`config.mk`:
```
export PLATFORM = sky130hd
export DESIGN_NAME = apb_bridge_controller
export DESIGN_NICKNAME = d
export VERILOG_FILES = /design/src/rtl/apb_bridge_pkg.sv /design/src/rtl/ahb_slave_pipe.sv /design/src/rtl/apb_bridge_controller.sv
export SDC_FILE = /design/constraint.sdc
export NUM_CORES = 1
export LEC_CHECK = 0
export BUFFER_PORTS_ARGS = -buffer_cell sky130_fd_sc_hd__buf_2
export CORE_ASPECT_RATIO = 1.1
export CORE_MARGIN = 2
export CORE_UTILIZATION = 57
export CTS_CLUSTER_SIZE = 8
export DETAILED_ROUTE_END_ITERATION = 10
export PLACE_DENSITY_LB_ADDON = 0.1
export SLEW_MARGIN = 10
export SYNTH_ARGS = -nofsm -noshare
export SYNTH_HDL_FRONTEND = slang
export SYNTH_SLANG_ARGS = --single-unit
```
`constraint.sdc`:
```
create_clock -name Hclk -period 5.1 [get_ports Hclk]
set_input_delay 1.02 -clock Hclk [delete_from_list [all_inputs] [get_ports Hclk]]
set_output_delay 1.02 -clock Hclk [all_outputs]
set_load 0.02 [all_outputs]
```
`src/rtl/apb_bridge_pkg.sv`:
```
// Shared definitions for the AHB-to-APB bridge: FSM states, AHB codes, APB slave map.
// Decode helpers are pure combinational functions used by the address pipe.
package apb_bridge_pkg;

   typedef enum logic [2:0] {
      ST_IDLE,
      ST_READ,
      ST_RENABLE,
      ST_WWAIT,
      ST_WRITE,
      ST_WENABLE,
      ST_WRITEP,
      ST_WENABLEP
   } state_t;

   localparam logic [1:0] HTRANS_IDLE   = 2'b00;
   localparam logic [1:0] HTRANS_BUSY   = 2'b01;
   localparam logic [1:0] HTRANS_NONSEQ = 2'b10;
   localparam logic [1:0] HTRANS_SEQ    = 2'b11;

   localparam logic [1:0] HRESP_OKAY = 2'b00;

   // Three 64 MB APB slaves packed contiguously from 0x8000_0000.
   localparam logic [31:0] SLV0_BASE = 32'h8000_0000;
   localparam logic [31:0] SLV1_BASE = 32'h8400_0000;
   localparam logic [31:0] SLV2_BASE = 32'h8800_0000;
   localparam logic [31:0] SLV_END   = 32'h8C00_0000;

   typedef struct packed {
      logic [2:0]  psel;
      logic        penable;
      logic        pwrite;
      logic [31:0] paddr;
      logic [31:0] pwdata;
      logic        hreadyout;
   } apb_out_t;

   localparam apb_out_t APB_RESET = '{
      psel: 3'b000, penable: 1'b0, pwrite: 1'b0,
      paddr: 32'h0, pwdata: 32'h0, hreadyout: 1'b1
   };

   function automatic logic [2:0] decode_psel(input logic [31:0] addr);
      logic [2:0] sel;
      sel = 3'b000;
      if (addr >= SLV0_BASE && addr < SLV1_BASE)
         sel = 3'b001;
      else if (addr >= SLV1_BASE && addr < SLV2_BASE)
         sel = 3'b010;
      else if (addr >= SLV2_BASE && addr < SLV_END)
         sel = 3'b100;
      return sel;
   endfunction

   function automatic logic addr_in_range(input logic [31:0] addr);
      return (addr >= SLV0_BASE) && (addr < SLV_END);
   endfunction

endpackage

```
`src/rtl/ahb_slave_pipe.sv`:
```
// AHB address/data pipeline and transfer qualification; registers load whenever Hreadyin is high.
// Valid and current-address decode are combinational; no backpressure of its own.
module ahb_slave_pipe
   import apb_bridge_pkg::*;
(
   input  logic        i_hclk,
   input  logic        i_hresetn,
   input  logic        i_hreadyin,
   input  logic        i_hwrite,
   input  logic [1:0]  i_htrans,
   input  logic [31:0] i_haddr,
   input  logic [31:0] i_hwdata,
   output logic        o_valid,
   output logic [2:0]  o_psel_cur,
   output logic [31:0] o_haddr_r1,
   output logic [31:0] o_haddr_r2,
   output logic [2:0]  o_psel_r1,
   output logic [2:0]  o_psel_r2,
   output logic [31:0] o_hwdata_r,
   output logic        o_hwrite_r
);

   logic [31:0] r_haddr1;
   logic [31:0] r_haddr2;
   logic [31:0] r_hwdata;
   logic        r_hwrite;
   logic        w_active_trans;

   always_ff @(posedge i_hclk or negedge i_hresetn) begin
      if (!i_hresetn) begin
         r_haddr1 <= 32'h0;
         r_haddr2 <= 32'h0;
         r_hwdata <= 32'h0;
         r_hwrite <= 1'b0;
      end else if (i_hreadyin) begin
         r_haddr1 <= i_haddr;
         r_haddr2 <= r_haddr1;
         r_hwdata <= i_hwdata;
         r_hwrite <= i_hwrite;
      end
   end

   // BUSY and IDLE never start an APB access.
   assign w_active_trans = (i_htrans == HTRANS_NONSEQ) || (i_htrans == HTRANS_SEQ);
   assign o_valid        = i_hreadyin && w_active_trans && addr_in_range(i_haddr);

   assign o_psel_cur = decode_psel(i_haddr);
   assign o_psel_r1  = decode_psel(r_haddr1);
   assign o_psel_r2  = decode_psel(r_haddr2);
   assign o_haddr_r1 = r_haddr1;
   assign o_haddr_r2 = r_haddr2;
   assign o_hwdata_r = r_hwdata;
   assign o_hwrite_r = r_hwrite;

endmodule

```
`src/rtl/apb_bridge_controller.sv`:
```
// AHB-to-APB bridge: reads take SETUP+ENABLE (2 cycles), writes wait one cycle for data.
// Hreadyout drops during APB SETUP and during pipelined-write stalls.
module apb_bridge_controller
   import apb_bridge_pkg::*;
(
   input  logic        Hclk,
   input  logic        Hresetn,
   input  logic        Hwrite,
   input  logic        Hreadyin,
   input  logic [1:0]  Htrans,
   input  logic [31:0] Haddr,
   input  logic [31:0] Hwdata,
   input  logic [31:0] Prdata,
   output logic [2:0]  Psel,
   output logic        Penable,
   output logic        Pwrite,
   output logic [31:0] Paddr,
   output logic [31:0] Pwdata,
   output logic        Hreadyout,
   output logic [31:0] Hrdata,
   output logic [1:0]  Hresp
);

   logic        w_valid;
   logic [2:0]  w_psel_cur;
   logic [31:0] w_haddr_r1;
   logic [31:0] w_haddr_r2;
   logic [2:0]  w_psel_r1;
   logic [2:0]  w_psel_r2;
   logic [31:0] w_hwdata_r;
   logic        w_hwrite_r;

   state_t      r_state;
   state_t      w_next_state;
   apb_out_t    r_apb;
   apb_out_t    w_apb_next;

   ahb_slave_pipe u_pipe (
      .i_hclk     (Hclk),
      .i_hresetn  (Hresetn),
      .i_hreadyin (Hreadyin),
      .i_hwrite   (Hwrite),
      .i_htrans   (Htrans),
      .i_haddr    (Haddr),
      .i_hwdata   (Hwdata),
      .o_valid    (w_valid),
      .o_psel_cur (w_psel_cur),
      .o_haddr_r1 (w_haddr_r1),
      .o_haddr_r2 (w_haddr_r2),
      .o_psel_r1  (w_psel_r1),
      .o_psel_r2  (w_psel_r2),
      .o_hwdata_r (w_hwdata_r),
      .o_hwrite_r (w_hwrite_r)
   );

   always_ff @(posedge Hclk or negedge Hresetn) begin
      if (!Hresetn) begin
         r_state <= ST_IDLE;
         r_apb   <= APB_RESET;
      end else begin
         r_state <= w_next_state;
         r_apb   <= w_apb_next;
      end
   end

   always_comb begin
      w_next_state = r_state;
      w_apb_next   = r_apb;

      unique case (r_state)
         ST_IDLE:
            if (w_valid && Hwrite)       w_next_state = ST_WWAIT;
            else if (w_valid)            w_next_state = ST_READ;
            else                         w_next_state = ST_IDLE;
         ST_WWAIT:
            w_next_state = w_valid ? ST_WRITEP : ST_WRITE;
         ST_READ:
            w_next_state = ST_RENABLE;
         ST_WRITEP:
            w_next_state = ST_WENABLEP;
         ST_RENABLE, ST_WENABLE:
            if (w_valid && !Hwrite)      w_next_state = ST_READ;
            else if (w_valid)            w_next_state = ST_WWAIT;
            else                         w_next_state = ST_IDLE;
         ST_WRITE:
            w_next_state = w_valid ? ST_WENABLEP : ST_WENABLE;
         ST_WENABLEP:
            if (!w_hwrite_r)             w_next_state = ST_READ;
            else if (w_valid)            w_next_state = ST_WRITEP;
            else                         w_next_state = ST_WRITE;
         default:
            w_next_state = ST_IDLE;
      endcase

      // Outputs are loaded with the values belonging to the state being entered.
      unique case (w_next_state)
         ST_IDLE, ST_WWAIT: begin
            w_apb_next.psel      = 3'b000;
            w_apb_next.penable   = 1'b0;
            w_apb_next.hreadyout = 1'b1;
         end
         ST_READ: begin
            w_apb_next.paddr     = Haddr;
            w_apb_next.psel      = w_psel_cur;
            w_apb_next.pwrite    = 1'b0;
            w_apb_next.penable   = 1'b0;
            w_apb_next.hreadyout = 1'b0;
         end
         ST_WRITE, ST_WRITEP: begin
            // A write issued out of WENABLEP is one pipeline stage further back.
            if (r_state == ST_WENABLEP) begin
               w_apb_next.paddr  = w_haddr_r2;
               w_apb_next.pwdata = w_hwdata_r;
               w_apb_next.psel   = w_psel_r2;
            end else begin
               w_apb_next.paddr  = w_haddr_r1;
               w_apb_next.pwdata = Hwdata;
               w_apb_next.psel   = w_psel_r1;
            end
            w_apb_next.pwrite    = 1'b1;
            w_apb_next.penable   = 1'b0;
            w_apb_next.hreadyout = 1'b0;
         end
         ST_RENABLE, ST_WENABLE: begin
            w_apb_next.penable   = 1'b1;
            w_apb_next.hreadyout = 1'b1;
         end
         ST_WENABLEP: begin
            w_apb_next.penable   = 1'b1;
            w_apb_next.hreadyout = 1'b0;
         end
         default: begin
            w_apb_next = APB_RESET;
         end
      endcase
   end

   assign Psel      = r_apb.psel;
   assign Penable   = r_apb.penable;
   assign Pwrite    = r_apb.pwrite;
   assign Paddr     = r_apb.paddr;
   assign Pwdata    = r_apb.pwdata;
   assign Hreadyout = r_apb.hreadyout;
   assign Hrdata    = Prdata;
   assign Hresp     = HRESP_OKAY;

endmodule

```
==> results of run 1 <==
==> tightest hold or removal path, stage by stage (launching register included) <==
cell and delay (ns):
dfrtp_1 0.33, nand2_1 0.04, o21ai_0 0.06
==> flip-flops by register name, indices dropped and copies added, names as in the netlist <==
register           count
u_pipe.o_hwdata_r     32
u_pipe.o_haddr_r1     32
r_state                3
Hreadyout              1
Psel                   3
Paddr                 32
u_pipe.o_haddr_r2     32
Penable                1
Pwdata                32
Pwrite                 1
u_pipe.o_hwrite_r      1
==> cell type report <==
cell class	instances	area, um^2
Tap cell	188	235
Antenna cell	1	2.50
Multi-Input combinational cell	347	3260
Clock buffer	22	464
Fill cell	1101	4670
Timing Repair Buffer	143	737
Sequential cell	170	4260
Inverter	4	15.0
Clock inverter	9	97.6
==> report_power, final <==
group / total (mW) / switching, mW / internal [mW]
logic: 0.420 / 0.196 / 0.223
clock network: 1.23 / 0.495 / 0.738
registers: 1.57 / 0.0866 / 1.49
==> stage by stage <==
step / power (mW) / cells
after CTS: 3.26 / 883
after floorplan: 1.90 / 590
after detailed placement: 2.02 / 852
after global placement: 2.00 / 852
final: 3.23 / 884
after global routing: 3.38 / 884
==> synth_stat cells (all sizes together) <==
| cell | count | area, um^2 |
|---|---|---|
| or4 | 2 | 15.0 |
| buf | 53 | 395 |
| nor3 | 1 | 5.00 |
| or2 | 1 | 6.26 |
| a21oi | 4 | 20.0 |
| a22oi | 1 | 7.51 |
| o21ai | 39 | 195 |
| o211ai | 2 | 15.0 |
| nand3 | 3 | 20.0 |
| nor4b | 1 | 23.8 |
| o22a | 1 | 8.76 |
| a221o | 2 | 20.0 |
| or4b | 2 | 20.0 |
| dfrtp | 169 | 4230 |
| a22o | 1 | 17.5 |
| inv | 4 | 15.0 |
| nand2b | 4 | 25.0 |
| nor2b | 4 | 25.0 |
| and2 | 2 | 12.5 |
| nor4 | 1 | 6.26 |
| dfstp | 1 | 26.3 |
| nor3b | 2 | 26.3 |
| conb | 1 | 3.75 |
| clkbuf | 16 | 60.1 |
| nand2 | 41 | 154 |
| o221ai | 2 | 17.5 |
| a2bb2oi | 2 | 17.5 |
| mux2i | 35 | 350 |
| mux2 | 185 | 2200 |
| a32oi | 1 | 8.76 |
| nor2 | 4 | 15.0 |
| a2111oi | 1 | 8.76 |
| nand3b | 1 | 7.51 |
==> routing by layer <==
layer  track usage (%)  routed length (um)  vias to the layer above
li1                  -                   -                     2234
met1              28.0                6470                     2378
met2              33.5                7160                      122
met3              6.15                 847                       24
met4              8.30                 236                        0
met5                 0                   0                        -
==> kinds of logic (layout without fill, tap and decap cells) <==
family,after synthesis,count (layout),share of synthesized area [%]
AOI/OAI and AO/OA,56,56,4.22
other,1,3,0.0470
muxes,220,220,31.9
buffers and inverters,73,178,5.90
and+or+nand+nor,69,69,4.53
DFF,170,170,53.4
==> how the worst max path moves through the flow <==
stage | startpoint | endpoint | slack [ns] | depth (start not counted)
detailed placement | Hreadyin | Paddr[0] | 1.77 | 5
CTS | Hreadyin | Paddr[0] | 2.22 | 5
global route | r_state[2] | Pwdata[30] | 2.07 | 4
finish | Hreadyin | Paddr[0] | 2.27 | 5
global placement | Hreadyin | Paddr[0] | 1.83 | 5
floorplan | Haddr[29] | Paddr[10] | 2.72 | 5
==> flow_summary.json, run 1 <==
{
  "status": "completed",
  "cts_root_buffer": "clkbuf_16",
  "p_per_area_nw_per_um2": 356,
  "grt_usage_pct": 21.3,
  "critPathMaxStageDelay_ns": 0.59,
  "finalMaxSlewViolations": 0,
  "critPathKind": "in2reg",
  "hpwl_um": 9460,
  "synthToLayoutAreaGrowth_pct": 13.8,
  "vdd_ir_drop_max_v": 0.000195,
  "crit_arrival_ns": 3.15,
  "final_common_cell": "dfrtp_1",
  "wirelength_um": 14700,
  "required_ns": 5.42,
  "design.die.area_um2": 15000,
  "via_per_inst": 5.38,
  "pre_cts_ws_ns": 1.77,
  "cts_htree_levels": 4,
  "ios": 206,
  "postCtsSetupRepairBufs": 0,
  "antenna_found_initial": 1,
  "ys_types": 38,
  "final_min_period_over_clock_period_pct": 55.5,
  "worst_pin_slew_ns": 1.07,
  "drive_above_1_share_pct": 52.4,
  "yosysSeqAreaShare_pct": 53.4,
  "cp_num_buf_inv": 1,
  "hold_path_depth": 2,
  "hold_start": "Pwdata[31]",
  "num_vias": 4758,
  "utilization_pct": 66.0,
  "wl_per_cell_um": 16.6,
  "final-hold-violation-count": 0,
  "grt_pass1_vias": 4972,
  "path_clk_slew_ns": 0.06,
  "die_y_um": 128,
  "coreArea_um2": 13700,
  "hold_class": "reg2reg",
  "yosys_warnings": 0,
  "cap_viol_max_count": 0,
  "io_buffers": 138,
  "ys_ff_latch": 170,
  "tritoncts": "yes",
  "r2r.worst_path.cells": 4,
  "slowest_stage": "a22o_4",
  "rsz0062_at_grt": "no",
  "die_w_um": 117,
  "leakage_nw": 4.37,
  "max_freq_mhz": 353,
  "timing.rr.start": "r_state[2]",
  "setup_slack_ns": 2.27,
  "grt_pass1_wl_um": 24500,
  "holdWs_ns": 0.478,
  "post_dp_cell_area_um2": 8510,
  "initialDrtViolationCount": 191,
  "crit_fanout": 48,
  "antenna_left": 0,
  "hold_buffers": 0,
  "clock_sinks": 170,
  "initial_core_util_pct": 58.0,
  "cts_resized": 0,
  "core.rowCount": 45,
  "first_pass_iters": 4,
  "drcViolationCount": 0,
  "setup_viol": 0,
  "syn_area_um2": 7970,
  "r2r-end": "Pwdata[30]",
  "layout_common_cells": "dfrtp_1, mux2_2, buf_2",
  "synth_cells": 589,
  "fin_area_um2": 9070,
  "period_minus_slack_ns": 2.83,
  "fin_worst_skew_ns": 0.00637,
  "critPathLaunchType": "input pin",
  "clk_latency_ns": 0.43,
  "fin_setup_tns_ns": 0,
  "hold_path_end": "Pwdata[31]",
  "slew-limit-headroom_pct": 28.9,
  "path_cells": "buf_4 > nand2_1 > nor3b_4 > a22o_4 > mux2_2",
  "grt_max_degree": 92,
  "syn_avg_cell_area_um2": 13.5,
  "reg2reg_slack_ns": 2.29,
  "cp-end-kind": "flop",
  "crit_family": "simple AND/OR/NAND/NOR gates",
  "final_nets": 785,
  "cts_made_buffers": 17,
  "overflow": 0,
  "clk_path_buf_depth": 2,
  "gp_congestion": 0.799
}
(Power assumes the default switching activity.)
==> inputs of run 2 (changes only) <==
--- a/config.mk
+++ b/config.mk
@@ -8,7 +8,7 @@
 export BUFFER_PORTS_ARGS = -buffer_cell sky130_fd_sc_hd__buf_2
 export CORE_ASPECT_RATIO = 1.1
 export CORE_MARGIN = 2
-export CORE_UTILIZATION = 57
+export CORE_UTILIZATION = 48
 export CTS_CLUSTER_SIZE = 8
 export DETAILED_ROUTE_END_ITERATION = 10
 export PLACE_DENSITY_LB_ADDON = 0.1
==> constraint.sdc (replaced) <==
create_clock -name Hclk -period 2.56 [get_ports Hclk]
set_input_delay 0.512 -clock Hclk [delete_from_list [all_inputs] [get_ports Hclk]]
set_output_delay 0.512 -clock Hclk [all_outputs]
set_load 0.02 [all_outputs]
==> flow_summary.json, run 2 (synthesized netlist as in run 1, its figures left out) <==
{
  "finalMaxSlewViolations": 0,
  "postCtsSetupRepairBufs": 0,
  "p_switching_mw": 1.58,
  "status": "completed",
  "final_nets": 796,
  "vdd_ir_drop_max_v": 0.000448,
  "wirelength_um": 15900,
  "grt_max_degree": 101,
  "design.die.area_um2": 17700,
  "die_w_um": 127,
  "crit_family": "flip-flops",
  "setup_viol": 0,
  "fin_setup_tns_ns": 0,
  "hpwl_um": 10500,
  "layout_common_cells": "dfrtp_1, mux2_2, buf_2",
  "cp-end-kind": "flop",
  "die_y_um": 139,
  "io_buffers": 138,
  "final-hold-violation-count": 0,
  "cts_resized": 0,
  "p_clk_share_pct": 38.3,
  "cts_htree_levels": 4,
  "seq_area_um2": 4260,
  "antenna_found_initial": 1,
  "ios": 206,
  "wl_per_cell_um": 17.5,
  "timing.rr.start": "r_state[0]",
  "grt_pass1_vias": 5158,
  "p_per_area_nw_per_um2": 700,
  "num_vias": 4828,
  "placedCellCount": 879,
  "holdWs_ns": 0.0418,
  "coreArea_um2": 16300,
  "clk_latency_ns": 0.42,
  "final_common_cell": "dfrtp_1",
  "drive_above_1_share_pct": 53.0,
  "cts_made_buffers": 17,
  "post_dp_cell_area_um2": 8670,
  "tritoncts": "yes",
  "leakage_nw": 4.44,
  "slew-limit-headroom_pct": 56.6,
  "crit_fanout": 13,
  "clock_sinks": 170,
  "core.rowCount": 49,
  "r2r.worst_path.cells": 5,
  "critPathMaxStageDelay_ns": 0.59,
  "worst_pin_slew_ns": 0.644,
  "crit_arrival_ns": 2.26,
  "rsz0062_at_grt": "no",
  "overflow": 0,
  "grt_pass1_wl_um": 26000,
  "r2r-end": "Paddr[19]",
  "via_per_inst": 5.31,
  "gp_congestion": 0.797,
  "hold_class": "in2async",
  "path_cells": "nor2b_1 > nor3_1 > a22o_4 > buf_12 > mux2_4",
  "utilization_pct": 56.6,
  "multi_input_area_um2": 3260,
  "fin_cells": 910,
  "fin_worst_skew_ns": 0.00732,
  "power_frac_comb_pct": 13.4,
  "slowest_stage": "dfrtp_1",
  "path_clk_slew_ns": 0.06,
  "p_int_mw": 4.89,
  "p_seq_share_pct": 48.3,
  "clk_path_buf_depth": 2,
  "sw_frac_of_total_pct": 24.4,
  "hold_buffers": 0,
  "final_min_period_over_clock_period_pct": 76.7,
  "cap_viol_max_count": 0,
  "synthToLayoutAreaGrowth_pct": 15.8,
  "required_ns": 2.86,
  "first_pass_iters": 4,
  "initial_core_util_pct": 48.9,
  "fin_area_um2": 9240,
  "drcViolationCount": 0,
  "cts_root_buffer": "clkbuf_16",
  "antenna_left": 0,
  "critPathLaunchType": "flop",
  "grt_usage_pct": 18.6,
  "initialDrtViolationCount": 192,
  "cp_num_buf_inv": 1,
  "final.fill_count": 1342,
  "critPathKind": "reg2reg",
  "max_freq_mhz": 510,
  "reg2reg_slack_ns": 0.60,
  "period_minus_slack_ns": 1.96
}
run 2: layer usage:
metal	GRT usage, %	vias up	part of all wire, %
li1	-	2254	-
met1	23.2	2404	44
met2	30.4	151	49
met3	6.40	19	6.1
met4	5.84	0	1.3
met5	0	-	0
run 2: cell type report:
class | count | share of cell area [%]
sequential | 170 | 46.1
tap | 204 | 2.76
multi-input combinational | 347 | 35.3
timing repair buffer | 154 | 9.55
clock inverter | 8 | 1.04
clock buffer | 22 | 5.03
inverter | 4 | 0.163
antenna | 1 | 0.0271
run 2: worst max-delay path by stage:
| stage | to | cells past startpoint | start |
|---|---|---|---|
| 6_report | Paddr[19] | 5 | r_state[0] |
| 4_1_cts | Paddr[19] | 5 | r_state[0] |
| 3_3_place_gp | Paddr[30] | 6 | Haddr[29] |
| 5_1_grt | Paddr[24] | 5 | r_state[0] |
| 2_1_floorplan | Paddr[10] | 5 | Haddr[29] |
| 3_5_place_dp | Paddr[19] | 6 | Haddr[29] |
run 2: through the flow:
stage / total power, mW / setup slack [ns]
final: 6.47 / 0.598
after global routing: 6.78 / 0.487
after CTS: 6.56 / 0.576
after detailed placement: 4.05 / 0.321
after global placement: 4.01 / 0.330
after floorplan: 3.79 / 0.684
run 2: power groups by stage:
stage / Clock (mW) / Combinational [mW] / Sequential [mW]
after detailed placement: 0 / 0.881 / 3.17
after CTS: 2.55 / 0.884 / 3.13
final: 2.47 / 0.867 / 3.12
after global routing: 2.67 / 0.946 / 3.16
after global placement: 0 / 0.852 / 3.16
after floorplan: 0 / 0.537 / 3.25
==> inputs of run 3 (changes only) <==
--- a/config.mk
+++ b/config.mk
@@ -5,6 +5,7 @@
 export SDC_FILE = /design/constraint.sdc
 export NUM_CORES = 1
 export LEC_CHECK = 0
+export ABC_AREA = 1
 export BUFFER_PORTS_ARGS = -buffer_cell sky130_fd_sc_hd__buf_2
 export CORE_ASPECT_RATIO = 1.1
 export CORE_MARGIN = 2
==> constraint.sdc (replaced) <==
create_clock -name Hclk -period 1.7 [get_ports Hclk]
set_input_delay 0.34 -clock Hclk [delete_from_list [all_inputs] [get_ports Hclk]]
set_output_delay 0.34 -clock Hclk [all_outputs]
set_load 0.02 [all_outputs]
==> flow_summary.json, run 3 <==
{
  "status": "completed",
  "initialDrtViolationCount": 318,
  "r2r-end": "Paddr[7]",
  "antenna_found_initial": 2,
  "layout_common_cells": "nand2_1, dfrtp_1, o21ai_0",
  "yosys_warnings": 0,
  "wirelength_um": 16900,
  "grt_pass1_wl_um": 27200,
  "initial_core_util_pct": 49.4,
  "num_vias": 6238,
  "tritoncts": "yes",
  "coreArea_um2": 15900,
  "cts_root_buffer": "clkbuf_16",
  "drive_above_1_share_pct": 21.4,
  "grt_usage_pct": 19.5,
  "synth_flop_cell": "dfrtp_1",
  "final_nets": 1174,
  "p_per_area_nw_per_um2": 1580,
  "ios": 206,
  "overflow": 0,
  "crit_arrival_ns": 1.97,
  "synth-edff-count": 0,
  "async_flop_share_pct": 100,
  "path_clk_slew_ns": 0.06,
  "crit_fanout": 70,
  "netlist_top_cells_area": "dfrtp_1, nand2_1, o21ai_0",
  "syn_avg_cell_area_um2": 8.08,
  "n_antenna_cell": 0,
  "critPathKind": "reg2reg",
  "hold_class": "in2reg",
  "vdd_ir_drop_max_v": 0.000712,
  "yosysSeqAreaShare_pct": 54.4,
  "cpMostUsedCell": "nand2_1",
  "path_cells": "inv_2 > buf_6 > o211ai_4 > buf_12 > o21ai_0 > nand2_1 > nand2_1",
  "via_per_inst": 4.86,
  "syn_area_um2": 7830,
  "slew-limit-headroom_pct": 44.7,
  "final_common_cell": "nand2_1",
  "reg2reg_slack_ns": 0.04,
  "holdWs_ns": 0.152,
  "ys_types": 23,
  "grt_max_degree": 195,
  "r2r.worst_path.cells": 7,
  "synth_cells": 969,
  "cap_viol_max_count": 0,
  "grt_pass1_vias": 5529,
  "max_freq_mhz": 601,
  "cp_num_buf_inv": 3,
  "die_w_um": 126,
  "first_pass_iters": 4,
  "worst_pin_slew_ns": 0.830,
  "cp-end-kind": "flop",
  "drcViolationCount": 0,
  "leakage_nw": 4.98,
  "cts_made_buffers": 17,
  "ys_ff_latch": 170,
  "core.rowCount": 48,
  "final_min_period_over_clock_period_pct": 97.9,
  "critPathLaunchType": "flop",
  "yosysTopAreaCell": "dfrtp_1",
  "power_mw": 14.9,
  "crit_path_start": "r_state[2]",
  "gp_congestion": 0.836,
  "hpwl_um": 11200,
  "finalMaxSlewViolations": 0,
  "antenna_left": 0,
  "yosysTopAreaCellShare_pct": 54.0,
  "critPathMaxStageDelay_ns": 0.42,
  "required_ns": 2.00,
  "synthToLayoutAreaGrowth_pct": 20.2,
  "clock_sinks": 170,
  "synth_most_common_cell": "nand2_1",
  "period_minus_slack_ns": 1.66,
  "crit_family": "buffers and inverters",
  "timing.rr.start": "r_state[2]",
  "wl_per_cell_um": 13.2,
  "clk_latency_ns": 0.41,
  "setup_slack_ns": 0.0359,
  "cts_htree_levels": 4,
  "pre_cts_ws_ns": -0.0267,
  "final-hold-violation-count": 0,
  "synthTopCellsByCount": "nand2_1, dfrtp_1, o21ai_0",
  "crit_cells": 7,
  "setup_viol": 0,
  "crit_path_end": "Paddr[7]",
  "io_buffers": 138,
  "clk_path_buf_depth": 2,
  "utilization_pct": 59.3,
  "die_y_um": 138,
  "fin_worst_skew_ns": 0.00600,
  "slowest_stage": "dfrtp_2",
  "design.die.area_um2": 17300,
  "rsz0062_at_grt": "yes"
}
==> run 3: where the power goes <==
part / internal [mW] / switching [mW] / total [mW]
clock network: 2.04 / 1.51 / 3.55
registers: 5.14 / 0.612 / 5.75
logic: 2.13 / 3.44 / 5.57
==> run 3: area by class of cell <==
cell class              count  area (um^2)
inverters                  86          323
well taps                 200          250
flip-flops and latches    170         4260
repair buffers            177         1190
clock inverters             8         72.6
fillers                  1481         6450
multi-input cells         620         2850
clock buffers              23          458
==> run 3: timing repair <==
| item | CTS | global route |
|---|---|---|
| buffers inserted | 3 | 1 |
| resized for setup | 11 | 21 |
| setup endpoints to repair | 27 | 38 |
| pin swaps | 1 | 5 |
| cloned | 0 | 1 |
| endpoints found under the hold margin | 27 | 0 |
| hold buffers | 1 | 0 |
==> run 3: through the flow <==
| step | setup TNS (ns) | instances | area, um^2 |
|---|---|---|---|
| finish | 0 | 1284 | 9410 |
| global route | -1.80 | 1284 | 9410 |
| CTS | 0 | 1282 | 9290 |
| detailed placement | -0.279 | 1247 | 8690 |
| global placement | -0.00241 | 1247 | 8690 |
| floorplan | 0 | 970 | 7830 |
==> run 3: cell families after synthesis <==
kind of cell           count (synthesis)  share of synthesized area, %
AO/OA/AOI/OAI                        235                          15.2
buffers and inverters                180                          10.9
flip-flops                           170                          54.4
other                                  1                        0.0479
AND/OR/NAND/NOR                      383                          19.5
==> run 3: per-layer routing <==
metal  up-vias  track usage (%)  wire [um]
li1       3256                -          -
met1      2841             27.5       8200
met2       123             30.3       7850
met3        14             5.21        743
met4         4             5.01        133
met5         -                0         27
==> run 3: worst reg2reg max path, cell delays in order (launching register included) <==
cell and delay, ns:
dfrtp_2 0.42, inv_2 0.07, buf_6 0.12, o211ai_4 0.29, buf_12 0.31, o21ai_0 0.20, nand2_1 0.09, nand2_1 0.05
==> run 3: worst min-delay path by stage <==
stage                   start                     to  slack [ns]  cells past startpoint
floorplan             Hresetn               Paddr[0]        0.04                      0
global placement      Hresetn      u_pipe.o_hwrite_r        0.28                      1
detailed placement    Hresetn  u_pipe.o_haddr_r1[23]        0.28                      1
CTS                 Haddr[17]  u_pipe.o_haddr_r1[17]        0.13                      3
global route         Haddr[1]   u_pipe.o_haddr_r1[1]        0.14                      3
finish              Haddr[12]  u_pipe.o_haddr_r1[12]        0.15                      3
